===== config.mk =====
export PLATFORM = sky130hd
export DESIGN_NAME = utf8_stream_decoder
export DESIGN_NICKNAME = d
export VERILOG_FILES = /design/src/rtl/utf8_pkg.sv /design/src/rtl/utf8_out_fifo.sv /design/src/rtl/utf8_stream_decoder.sv
export SDC_FILE = /design/constraint.sdc
export NUM_CORES = 1
export LEC_CHECK = 0
export CORE_AREA = 8 8 114 116
export CTS_CLUSTER_SIZE = 28
export DETAILED_ROUTE_END_ITERATION = 12
export DIE_AREA = 0 0 122 124
export HOLD_SLACK_MARGIN = 0.06
export SYNTH_ARGS = -nofsm -noshare
export SYNTH_HDL_FRONTEND = slang
export SYNTH_SLANG_ARGS = --single-unit

===== constraint.sdc =====
create_clock -name clk -period 4 [get_ports clk]
set_input_delay 0.6 -clock clk [delete_from_list [all_inputs] [get_ports clk]]
set_output_delay 0.6 -clock clk [all_outputs]
set_load 0.02 [all_outputs]

===== src/rtl/utf8_pkg.sv =====
// Shared types and byte-classification helpers for the UTF-8 stream decoder.
package utf8_pkg;

  typedef enum logic [1:0] {
    ST_IDLE   = 2'd0,
    ST_CONT   = 2'd1,
    ST_REPLAY = 2'd2
  } dec_state_e;

  localparam logic [20:0] UTF8_REPLACEMENT_CP = 21'h0FFFD;

  typedef struct packed {
    logic [20:0] cp;
    logic        err;
    logic [2:0]  len;
  } fifo_entry_t;

  // Returns {invalid, need}: need is the number of continuation bytes expected.
  function automatic logic [2:0] lead_class(input logic [7:0] b);
    logic [2:0] r;
    if (b <= 8'h7F)                     r = 3'b000;
    else if (b >= 8'hC2 && b <= 8'hDF)  r = 3'b001;
    else if (b >= 8'hE0 && b <= 8'hEF)  r = 3'b010;
    else if (b >= 8'hF0 && b <= 8'hF4)  r = 3'b011;
    else                                r = 3'b100;
    return r;
  endfunction

  // Returns {lo, hi} bounds for the first continuation after a given lead byte.
  function automatic logic [15:0] first_cont_range(input logic [7:0] lead);
    logic [15:0] r;
    case (lead)
      8'hE0:   r = {8'hA0, 8'hBF};
      8'hED:   r = {8'h80, 8'h9F};
      8'hF0:   r = {8'h90, 8'hBF};
      8'hF4:   r = {8'h80, 8'h8F};
      default: r = {8'h80, 8'hBF};
    endcase
    return r;
  endfunction

endpackage


===== src/rtl/utf8_out_fifo.sv =====
// Two-entry output FIFO for decoded tokens; a full FIFO accepts a push when it is popped in the same cycle.
module utf8_out_fifo import utf8_pkg::*; (
  input  logic        clk,
  input  logic        rst,
  input  fifo_entry_t wr_data,
  input  logic        wr_valid,
  output logic        wr_ready,
  output fifo_entry_t rd_data,
  output logic        rd_valid,
  input  logic        rd_ready,
  output logic [1:0]  count
);

  fifo_entry_t mem [2];
  logic        wr_ptr;
  logic        rd_ptr;
  logic        do_wr;
  logic        do_rd;

  assign rd_valid = (count != 2'd0);
  assign wr_ready = (count != 2'd2) || rd_ready;
  assign do_wr    = wr_valid && wr_ready;
  assign do_rd    = rd_valid && rd_ready;
  // Head reads as zero when empty so the visible outputs are clean after reset.
  assign rd_data  = rd_valid ? mem[rd_ptr] : '0;

  always_ff @(posedge clk) begin
    if (rst) begin
      count  <= 2'd0;
      wr_ptr <= 1'b0;
      rd_ptr <= 1'b0;
    end else begin
      if (do_wr) wr_ptr <= ~wr_ptr;
      if (do_rd) rd_ptr <= ~rd_ptr;
      count <= count + {1'b0, do_wr} - {1'b0, do_rd};
    end
  end

  always_ff @(posedge clk) begin
    if (do_wr) mem[wr_ptr] <= wr_data;
  end

endmodule


===== src/rtl/utf8_stream_decoder.sv =====
// Byte-serial UTF-8 decoder with maximal-subpart error tokens and a 2-entry output FIFO.
// Optional feature: define UTF8_DEC_ERRCNT_EN to build the saturating error counter.
module utf8_stream_decoder import utf8_pkg::*; (
  input  logic        clk,
  input  logic        rst,
  input  logic [7:0]  in_byte,
  input  logic        in_valid,
  output logic        in_ready,
  input  logic        flush,
  output logic [20:0] out_cp,
  output logic        out_err,
  output logic [2:0]  out_len,
  output logic        out_valid,
  input  logic        out_ready,
  output logic        busy,
  output logic [7:0]  err_count
);

  dec_state_e  state, state_nx;
  logic [1:0]  need, need_nx;
  logic [1:0]  got, got_nx;
  logic [20:0] acc, acc_nx;
  logic [7:0]  lead, lead_nx;
  logic [7:0]  hold, hold_nx;
  logic        flush_pend;
  logic        pend_eff;
  logic        flush_go;
  logic        take;
  logic        can_push;
  logic        push;
  fifo_entry_t push_data;
  fifo_entry_t head;
  logic [1:0]  fifo_count;
  logic [7:0]  cls_byte;
  logic [2:0]  cls;
  logic [15:0] rng;
  logic        cont_ok;

  // A flush pulse blocks input in the cycle it arrives, before it is registered.
  assign pend_eff = flush_pend || flush;
  assign in_ready = !rst && (state != ST_REPLAY) && !pend_eff && (fifo_count != 2'd2);
  assign take     = in_valid && in_ready;
  assign flush_go = pend_eff && can_push;

  assign cls_byte = (state == ST_REPLAY) ? hold : in_byte;
  assign cls      = lead_class(cls_byte);
  assign rng      = first_cont_range(lead);
  assign cont_ok  = (got == 2'd1) ? (in_byte >= rng[15:8] && in_byte <= rng[7:0])
                                  : (in_byte[7:6] == 2'b10);

  always_comb begin
    state_nx  = state;
    need_nx   = need;
    got_nx    = got;
    acc_nx    = acc;
    lead_nx   = lead;
    hold_nx   = hold;
    push      = 1'b0;
    push_data = '0;
    if (flush_go && state == ST_CONT) begin
      push           = 1'b1;
      push_data.cp   = UTF8_REPLACEMENT_CP;
      push_data.err  = 1'b1;
      push_data.len  = {1'b0, got};
      state_nx       = ST_IDLE;
    end else begin
      case (state)
        ST_CONT: begin
          if (take) begin
            if (cont_ok) begin
              acc_nx  = {acc[14:0], in_byte[5:0]};
              got_nx  = got + 2'd1;
              need_nx = need - 2'd1;
              if (need == 2'd1) begin
                push          = 1'b1;
                push_data.cp  = acc_nx;
                push_data.len = {1'b0, got} + 3'd1;
                state_nx      = ST_IDLE;
              end
            end else begin
              // Offending byte is kept and re-classified as a fresh lead next cycle.
              push          = 1'b1;
              push_data.cp  = UTF8_REPLACEMENT_CP;
              push_data.err = 1'b1;
              push_data.len = {1'b0, got};
              hold_nx       = in_byte;
              state_nx      = ST_REPLAY;
            end
          end
        end
        default: begin
          if ((state == ST_IDLE && take) || (state == ST_REPLAY && can_push)) begin
            state_nx = ST_IDLE;
            if (cls[2]) begin
              push          = 1'b1;
              push_data.cp  = UTF8_REPLACEMENT_CP;
              push_data.err = 1'b1;
              push_data.len = 3'd1;
            end else if (cls[1:0] == 2'd0) begin
              push          = 1'b1;
              push_data.cp  = {14'd0, cls_byte[6:0]};
              push_data.len = 3'd1;
            end else begin
              state_nx = ST_CONT;
              need_nx  = cls[1:0];
              got_nx   = 2'd1;
              lead_nx  = cls_byte;
              acc_nx   = (cls[1:0] == 2'd1) ? {16'd0, cls_byte[4:0]} :
                         (cls[1:0] == 2'd2) ? {17'd0, cls_byte[3:0]} :
                                              {18'd0, cls_byte[2:0]};
            end
          end
        end
      endcase
    end
  end

  always_ff @(posedge clk) begin
    if (rst) begin
      state      <= ST_IDLE;
      flush_pend <= 1'b0;
    end else begin
      state      <= state_nx;
      flush_pend <= pend_eff && !flush_go;
    end
  end

  always_ff @(posedge clk) begin
    need <= need_nx;
    got  <= got_nx;
    acc  <= acc_nx;
    lead <= lead_nx;
    hold <= hold_nx;
  end

  utf8_out_fifo u_fifo (
    .clk      (clk),
    .rst      (rst),
    .wr_data  (push_data),
    .wr_valid (push),
    .wr_ready (can_push),
    .rd_data  (head),
    .rd_valid (out_valid),
    .rd_ready (out_ready),
    .count    (fifo_count)
  );

  assign out_cp  = head.cp;
  assign out_err = head.err;
  assign out_len = head.len;
  assign busy    = (state == ST_CONT);

`ifdef UTF8_DEC_ERRCNT_EN
  function automatic logic [7:0] sat_inc8(input logic [7:0] v);
    return (v == 8'hFF) ? v : v + 8'd1;
  endfunction

  logic [7:0] err_cnt_q;

  always_ff @(posedge clk) begin
    if (rst) begin
      err_cnt_q <= 8'd0;
    end else if (push && push_data.err) begin
      err_cnt_q <= sat_inc8(err_cnt_q);
    end
  end

  assign err_count = err_cnt_q;
`else
  assign err_count = 8'd0;
`endif

endmodule

Word level (Yosys, flattened, before mapping)
Memory sizes are Yosys's and may differ from the RTL's. A register that Yosys moved wholly into a read port is not among the register bits.
Index checks and enable logic that the tools add are counted.

cells by class
  reduce and logical (&&, ||, !) cells = 30
  multiplexer cells = 61
  divide/modulo/power cells = 0
  equality and inequality tests = 18
  $add $sub $neg = 5
  bitwise logic cells = 7
  multipliers = 0
  shifts and indexed selects = 0
  order comparisons = 9

operators by type and width
  kind                count
  $mux 25             4
  $mux 15             6
  $pmux 14 s4         1
  $mux 21             2
  $mux 2              17
  $eq 8x8->1 const B  4
  $ge 8x8->1 const B  3
  $le 8x8->1 const B  3
  $mux 20             1
  $mux 1              19
  $mux 3              6
  $mux 16             1
  $logic_and 1x1->1   15
  $eq 2x1->1 const B  4
  $ge 8x8->1          1
  $le 8x7->1 const B  1
  $le 8x8->1          1
  $mux 8              1
  $ne 2x2->1 const B  4
  $mux 7              1
  $not 1->1           7
  $eq 2x2->1 const B  3
  $reduce_and 6->1    1
  $mux 5              1
  other kinds (16)    23

word-level totals
  latch bits = 0
  register bits after elaboration = 42
  memories kept = 1
  word-level logic and storage cells = 141
  bits in read-only memories = 0
  RAM bits = 50

memory list
  name        words  bits a word  read ports  clocked after memory_dff  wr ports  line                 source
  u_fifo.mem  2      25           1           1                         1         utf8_out_fifo.sv:14  fifo_entry_t mem [2];

Longest topological paths before layout
Gate-level depths: netlist (run 1).

  depth in word-level cells = 17
  mapped depth = 15
  gate-level depth less buffers = 14

By module
A second synthesis (run 1) with hierarchy kept.

second synthesis, totals
  cell total of the unflattened synthesis = 351
  area, all modules = 4424.2 sq um

by module, submodules not included
  module               cells each  times used  area an instance (sq um)  seq. area each (sq um)
  utf8_stream_decoder  219         1           2311.0                    1111.1
  utf8_out_fifo        132         1           2113.3                    1601.5

Worst setup path after synthesis (run 1)
Ideal clock, no wire load.

  kind = register to register
  start = reg lead[6]
  end = reg acc[0], enable pin
  required time = 3574 ps
  cell stages (with the launch flop) = 10
  arrival = 3264 ps
  setup time = 426 ps
  slack = 310 ps
  cells stage by stage = edfxtp_1 and4b_1 and2_1 and3_1 ha_1 nand2_1 a2bb2oi_1 a31o_2 a21o_1 o32ai_1

on the way
  cells in the longest elaborated chain, start to end = 7

ends and longest elaborated chain
  item                                             line                        source
  from (decl)                                      utf8_stream_decoder.sv:23   logic [7:0] lead, lead_nx;
  from (signal assigned)                           utf8_stream_decoder.sv:132  lead <= lead_nx;
  $eq 8x8->1                                       utf8_pkg.sv:32              case (lead)
  $pmux 14 s4 (*)                                  utf8_pkg.sv:32
  $ge 8x8->1 / $le 8x8->1 (equally long branches)  utf8_stream_decoder.sv:48   assign cont_ok = (got == 2'd1) ? (in_byte >= rng[15:8] && in_byte <= rng[7:0])
  $logic_and 1x1->1 (*)                            utf8_stream_decoder.sv:48
  $mux 1 (*)                                       utf8_stream_decoder.sv:48
  $ne 2x1->1 (no line) (*)                         -
  $reduce_and 6->1 (no line) (*)                   -
  to (signal assigned)                             utf8_stream_decoder.sv:131  acc <= acc_nx;
  to (decl)                                        utf8_stream_decoder.sv:22   logic [20:0] acc, acc_nx;

Mark *: on every way between the ends. The rest lies on a longest branch, timed or not.
A chain may end at the register's enable or synchronous reset.

Worst setup path after layout (run 1)
  start = in rst
  end = mem u_fifo.mem[0][8] in the netlist's numbering, enable pin

on the way
  cells in the longest elaborated chain, start to end = 13

ends and longest elaborated chain
  item                                 line                       source
  from (decl)                          utf8_stream_decoder.sv:5   input logic rst,
  $logic_not 1->1 (*)                  utf8_stream_decoder.sv:41  assign in_ready = !rst && (state != ST_REPLAY) && !pend_eff && (fifo_count != 2'd2);
  $logic_and 1x1->1 (*) (3 in series)  utf8_stream_decoder.sv:41
  $logic_and 1x1->1 (*)                utf8_stream_decoder.sv:42  assign take = in_valid && in_ready;
  $logic_and 1x1->1                    utf8_stream_decoder.sv:92  if ((state == ST_IDLE && take) || (state == ST_REPLAY && can_push)) begin
  $logic_or 1x1->1                     utf8_stream_decoder.sv:92
  $mux 1                               utf8_stream_decoder.sv:92
  $mux 1 (*)                           utf8_stream_decoder.sv:67  case (state)
  $mux 1 (*)                           utf8_stream_decoder.sv:60  if (flush_go && state == ST_CONT) begin
  $logic_and 1x1->1 (*)                utf8_out_fifo.sv:22        assign do_wr = wr_valid && wr_ready;
  $mux 1 (*)                           utf8_out_fifo.sv:40        if (do_wr) mem[wr_ptr] <= wr_data;
  $mux 1 (implied by the code) (*)     utf8_out_fifo.sv:40
  to (decl)                            utf8_out_fifo.sv:14

Marks and branches as above.

==> impl_results.md, run 1 <==
* FMAX at 0.319 GHz
* Share of layout cells above drive strength 1 at 9.45%
* Fin. max-slew vios at 0
* Worst Max-Slew Pin Slew at 1.00 ns
* Synth Area per Inst at 12.2 um^2
* HP Start: u_fifo.rd_ptr
* Post-synthesis sequential area ratio at 62.5%
* Clock transition at the registers of the reported paths at 0.06 ns
* Sw power at 721 uW
* WL final at 8740 um
* Final Non-Filler Cells at 545
* CP max stage cell: clkdlybuf4s50_1
* Critical path, cell by cell: clkdlybuf4s50_1, nand3b_1, o32ai_1, o2111ai_1, and2_2, a31oi_2, buf_4
* Reg2reg path depth at 7
* Detail Route Antenna Nets at 0
* # DRC at 0
* Cell family with most CP delay: compound AO/OA/AOI/OAI gates
* Worst Path Max Fanout at 25
* Area of the die at 0.0151 mm^2
* Gpl congestion at 0.908
* Worst setup EP type: flip-flop
* Global-route wire length before repair at 14000 um
* Final Util at 46.3%
* Vias after detailed routing at 2785
* Final setup violation count at 0
* Clock power share at 31.5%
* Wire length per cell at 16.0 um
* Switch share at 28.6%
* Total track usage at 12.0%
* Yosys cell types at 54
* Critical path class: input pin to flip-flop
* Final Worst Setup Slack at 0.862 ns
* CTS resizes at 0
* MaxCap Viol Count at 0
* N_diodes at 0
* Worst path buffer plus inverter count at 2
* Static leakage at 1.87 nW
* Reg power frac at 45.7%
* Cells after synthesis at 355
* Unrepaired setup endpoints after global routing: false
* Clock skew at 0.0103 ns
* Worst vdd rail ir drop at 0.000243 V
* Clk buf depth at 2
* Synth Flop Type: edfxtp_1
* Hold Violations, Final at 0
* IO Count at 49
* R2R Setup Slk at 0.93 ns
* Synthesized area at 0.00434 mm^2
* Detailed Place HPWL at 6330 um
* Core area at 0.0112 mm^2
* Die H at 124 um
* Rows at 39
* Tmin final at 3.14 ns
* Initial DRC count at 158
* Port Buffer Count at 40
* Warning count from the yosys run at 0
* Iteration count of the initial detailed-routing pass at 4
* Nets@finish at 419
* Status: complete, no violations
* Post-CTS Hold Buffers at 0
* DP Cell Count at 529
* Crit path DAT at 3.14 ns
* Crit start category: input pin
* Initial antenna violation count at 0
* Fin crit share at 78.4%
* Worst Hold Path EP: u_fifo.rd_ptr
* Pre-CTS WS at 0.518 ns
* R2R Path End: u_fifo.mem[0][8]
* Fin area at 0.00518 mm^2
* Vias in the first global route at 2795
* Post-CTS setup buffer count at 0
* Setup TNS at 0 ns
* P_int at 1.80 mW
* Hold path cells at 2
* TritonCTS Buffers at 9
* Crit path required time at 4.00 ns
* Gate power share at 22.8%
* Starting Density at 38.9%
* Delay of the slowest critical-path stage at 0.58 ns
* Via density at 5.11
* Syn-to-layout area delta at 19.2%
* Max transition margin at 33.1%
* Global route overflow at 0
* Reg2reg start: state[0]
* Clock Tree Root: clkbuf_16
* Power Total at 2.52 mW
* Hold_ws at 0.523 ns
* Number of flops mapped to enable cells by yosys at 85
* Post-synth ARST share at 0%
* CTS sink count at 93
* Clk_lat worst skew at 0.33 ns
* Crit path from: rst
* Largest net degree at the start of global routing at 28
* Die W at 122 um
* Min-Delay Path Class: flip-flop to flip-flop
* DP Area at 0.00489 mm^2
* Seq cells post-synth at 93
* TritonCTS clock tree: yes
* H-tree levels at 3
* Pwr per Cell Area at 488 mW/mm^2
-- area by class of cell --
type | instances | area, um^2
multi-input combinational | 234 | 1510
fill | 1029 | 6000
tap | 143 | 179
inverter | 14 | 52.6
timing repair buffer | 45 | 438
clock buffer | 9 | 225
clock inverter | 7 | 58.8
sequential | 93 | 2710
-- cells in the mapped netlist, drive strengths merged, types with 5 or more instances --
| cell | count | area, um^2 |
|---|---|---|
| ha | 9 | 113 |
| nand2 | 48 | 180 |
| clkbuf | 10 | 37.5 |
| mux2i | 32 | 320 |
| dfxtp | 8 | 160 |
| a21oi | 6 | 33.8 |
| inv | 14 | 52.6 |
| edfxtp | 85 | 2550 |
| and2 | 21 | 135 |
| nand2b | 5 | 31.3 |
| nor2 | 48 | 180 |
| buf | 11 | 80.1 |
-- cell usage in the layout (no fill, tap or decap), drive strengths merged, types with 3 or more instances in the layout --
master / Yosys / layout
nor2b: 3 / 3
a221o: 3 / 3
ha: 9 / 9
nand2: 48 / 48
o211ai: 4 / 4
buf: 11 / 5
nor2: 48 / 48
clkbuf: 10 / 9
mux2i: 32 / 32
o21ai: 3 / 3
inv: 14 / 17
and2: 21 / 21
dfxtp: 8 / 8
o32ai: 3 / 3
a21oi: 6 / 6
edfxtp: 85 / 85
o21a: 3 / 3
conb: 1 / 8
nand2b: 5 / 5
clkdlybuf4s50: 0 / 40
nor3: 4 / 4
-- registers in the layout, summed over array words and instances, names as in the netlist, named ones only --
name / cells
state: 2
hold: 8
u_fifo.rd_ptr: 1
acc: 15
need: 2
lead: 8
u_fifo.count: 2
u_fifo.mem: 50
got: 2
flush_pend: 1
u_fifo.wr_ptr: 1
-- power groups by stage --
stage	logic (mW)	clock network [mW]	registers, mW
after floorplan	0.383	0	1.15
after global placement	0.583	0	1.18
after detailed placement	0.588	0	1.18
after CTS	0.589	0.821	1.15
after global routing	0.630	0.860	1.16
final	0.575	0.796	1.15
-- logic make-up (layout without fill, tap and decap cells) --
group / after synthesis / after routing / share of synthesized area [%]
xor gates and xnor gates: 3 / 3 / 0.605
muxes: 34 / 34 / 7.98
AOI/OAI and AO/OA: 42 / 42 / 7.84
adders and majority gates: 9 / 9 / 2.59
DFF: 93 / 93 / 62.5
buffers and inverters: 35 / 75 / 3.92
and+or+nand+nor: 138 / 138 / 14.5
other: 1 / 8 / 0.0863
-- worst max path at each step --
stage,end,slack [ns],cells past startpoint
after global routing,u_fifo.mem[0][12],0.63,7
after floorplan,acc[0],0.31,9
after detailed placement,u_fifo.mem[0][20],0.52,7
after global placement,u_fifo.mem[0][23],0.62,7
final,u_fifo.mem[0][8],0.86,7
after CTS,u_fifo.mem[0][14],0.85,7
-- routing by layer --
metal	wire length [um]	track usage (%)	up-vias	part of all wire, %
li1	-	-	1360	-
met1	3810	14.0	1349	44
met2	4370	20.9	66	50
met3	464	2.86	10	5.3
met4	103	4.70	0	1.2
met5	0	0	-	0
-- worst register-to-register path: stages, from the launching register on --
cell and delay, ns:
dfxtp_1 0.41, nand2b_1 0.56, mux2i_1 0.37, nand2b_1 0.32, o2111ai_1 0.21, and2_2 0.36, a31oi_2 0.16, buf_4 0.35
No activity file was read; power rests on OpenSTA's default activity.
==> run 2, diff against run 1 <==
==> constraint.sdc (replaced) <==
create_clock -name clk -period 2.85 [get_ports clk]
set_input_delay 0.4275 -clock clk [delete_from_list [all_inputs] [get_ports clk]]
set_output_delay 0.4275 -clock clk [all_outputs]
set_load 0.02 [all_outputs]
==> run 2 against run 1 <==
Compared with the run above:
- power up 42%
- combinational power is 51% higher
- setup slack worse by 0.67 ns
- clock skew down 0.0037 ns
- first-iteration DRC count increased by 11%
- non-clock buffer count up 24
- clock power is 42% higher
- die area stayed put
- flip-flop and latch count is the same
- final area rose by 4.7%
- utilization up 2.2 points
- final cell count is 4.4% higher
==> impl_results.md, run 2 (synthesis gave the netlist of run 1 again) <==
* Worst path buffer plus inverter count at 1
* Max FFs per register at 50
* Detailed Place HPWL at 6570 um
* Clk buf depth at 2
* WL final at 9050 um
* Critical path, cell by cell: and4b_1, and2_1, and3_1, ha_1, nand2_1, a2bb2oi_1, a31o_2, a21o_1, nor2_1, buf_4, a32o_1
* Setup TNS at 0 ns
* Crit path required time at 2.93 ns
* Hold Violations, Final at 0
* Most frequent cells in the layout: edfxtp_1, nand2_1, nor2_1
* Core area at 0.0112 mm^2
* Final Non-Filler Cells at 569
* Fill cells at 1035
* CTS resizes at 0
* Tmin final at 2.65 ns
* Area of the die at 0.0151 mm^2
* Clock Tree Root: clkbuf_16
* Global route overflow at 0
* Reg2reg start: lead[1]
* Clock transition at the registers of the reported paths at 0.06 ns
* Crit path DAT at 2.73 ns
* Status: complete, no violations
* Syn-to-layout area delta at 24.8%
* Nets@finish at 443
* IO Count at 49
* Post-CTS Hold Buffers at 0
* Post-CTS setup buffer count at 0
* Power Total at 3.59 mW
* DP Cell Count at 553
* Final setup violation count at 0
* Global-route wire length before repair at 14600 um
* Starting Density at 38.9%
* Biggest register: u_fifo.mem
* Port Buffer Count at 40
* Gpl congestion at 0.866
* Largest net degree at the start of global routing at 28
* Delay of the slowest critical-path stage at 0.37 ns
* MaxCap Viol Count at 0
* Unrepaired setup endpoints after global routing: false
* TritonCTS clock tree: yes
* Total track usage at 12.4%
* H-tree levels at 3
* Critical path class: flip-flop to flip-flop
* Wire length per cell at 15.9 um
* Share of layout cells above drive strength 1 at 14.8%
* Fin crit share at 93.2%
* Top flop regs: u_fifo.mem x50, acc x15
* Final Util at 48.5%
* # DRC at 0
* N_diodes at 0
* CP max stage cell: edfxtp_1
* Worst setup EP type: flip-flop
* Fin. max-slew vios at 0
* Worst Path Max Fanout at 6
* Vias in the first global route at 2967
* Initial antenna violation count at 0
* Crit path from: lead[1]
* TritonCTS Buffers at 9
* Die H at 124 um
* HP Start: u_fifo.rd_ptr
* Die W at 122 um
* Pwr per Cell Area at 662 mW/mm^2
* Clk_lat worst skew at 0.34 ns
* Initial DRC count at 175
* Detail Route Antenna Nets at 0
* FMAX at 0.377 GHz
* Min-Delay Path Class: flip-flop to flip-flop
* Rows at 39
* Via density at 5.01
* Clock skew at 0.00652 ns
* Crit start category: flip-flop
* CTS sink count at 93
* Iteration count of the initial detailed-routing pass at 4
* Cell family with most CP delay: compound AO/OA/AOI/OAI gates
* Vias after detailed routing at 2848
* Worst vdd rail ir drop at 0.000375 V
* Commonest non-fill, non-tap cell in the layout: edfxtp_1
* Static leakage at 2.00 nW
[run 2: final timing paths]
path,depth (start not counted),end,slack [ns]
worst max-delay path,11,u_fifo.mem[0][5],0.20
worst min-delay path,2,flip-flop,0.52
worst max register to register,11,u_fifo.mem[0][5],0.20
worst min register to register,2,flip-flop,0.52
[run 2: stage by stage]
step | hold slack, ns | setup slack, ns | instance area (um^2)
after CTS | 0.527 | 0.133 | 5410
final | 0.520 | 0.195 | 5420
after detailed placement | 0.506 | 0.00771 | 5130
after global routing | 0.548 | 0.00992 | 5420
after floorplan | 0.481 | 0.0507 | 4410
after global placement | 0.494 | 0.0643 | 5130
[run 2: area by class of cell]
class | count | area [um^2] | area share (%)
timing repair buffer | 69 | 656 | 12.1
tap | 143 | 179 | 3.30
clock buffer | 10 | 229 | 4.22
multi-input combinational | 234 | 1540 | 28.4
inverter | 14 | 52.6 | 0.970
sequential | 93 | 2710 | 50.0
clock inverter | 6 | 53.8 | 0.993
[run 2: worst min-delay path: cells and delay by family, from the launching register on]
family           cells  cell delay (ns)
AND/OR/NAND/NOR      1             0.08
flip-flops           1             0.33
XOR/XNOR             1             0.09
[run 2: layer usage]
layer | up-vias | GRT usage (%) | wire [um]
li1 | 1400 | - | -
met1 | 1368 | 14.4 | 3970
met2 | 67 | 21.7 | 4430
met3 | 13 | 3.13 | 501
met4 | 0 | 4.93 | 149
met5 | - | 0 | 0
[run 2: power by group]
part           total (mW)  internal [mW]  switching, mW
registers            1.59           1.56         0.0269
logic               0.871          0.392          0.479
clock network        1.13          0.609          0.518
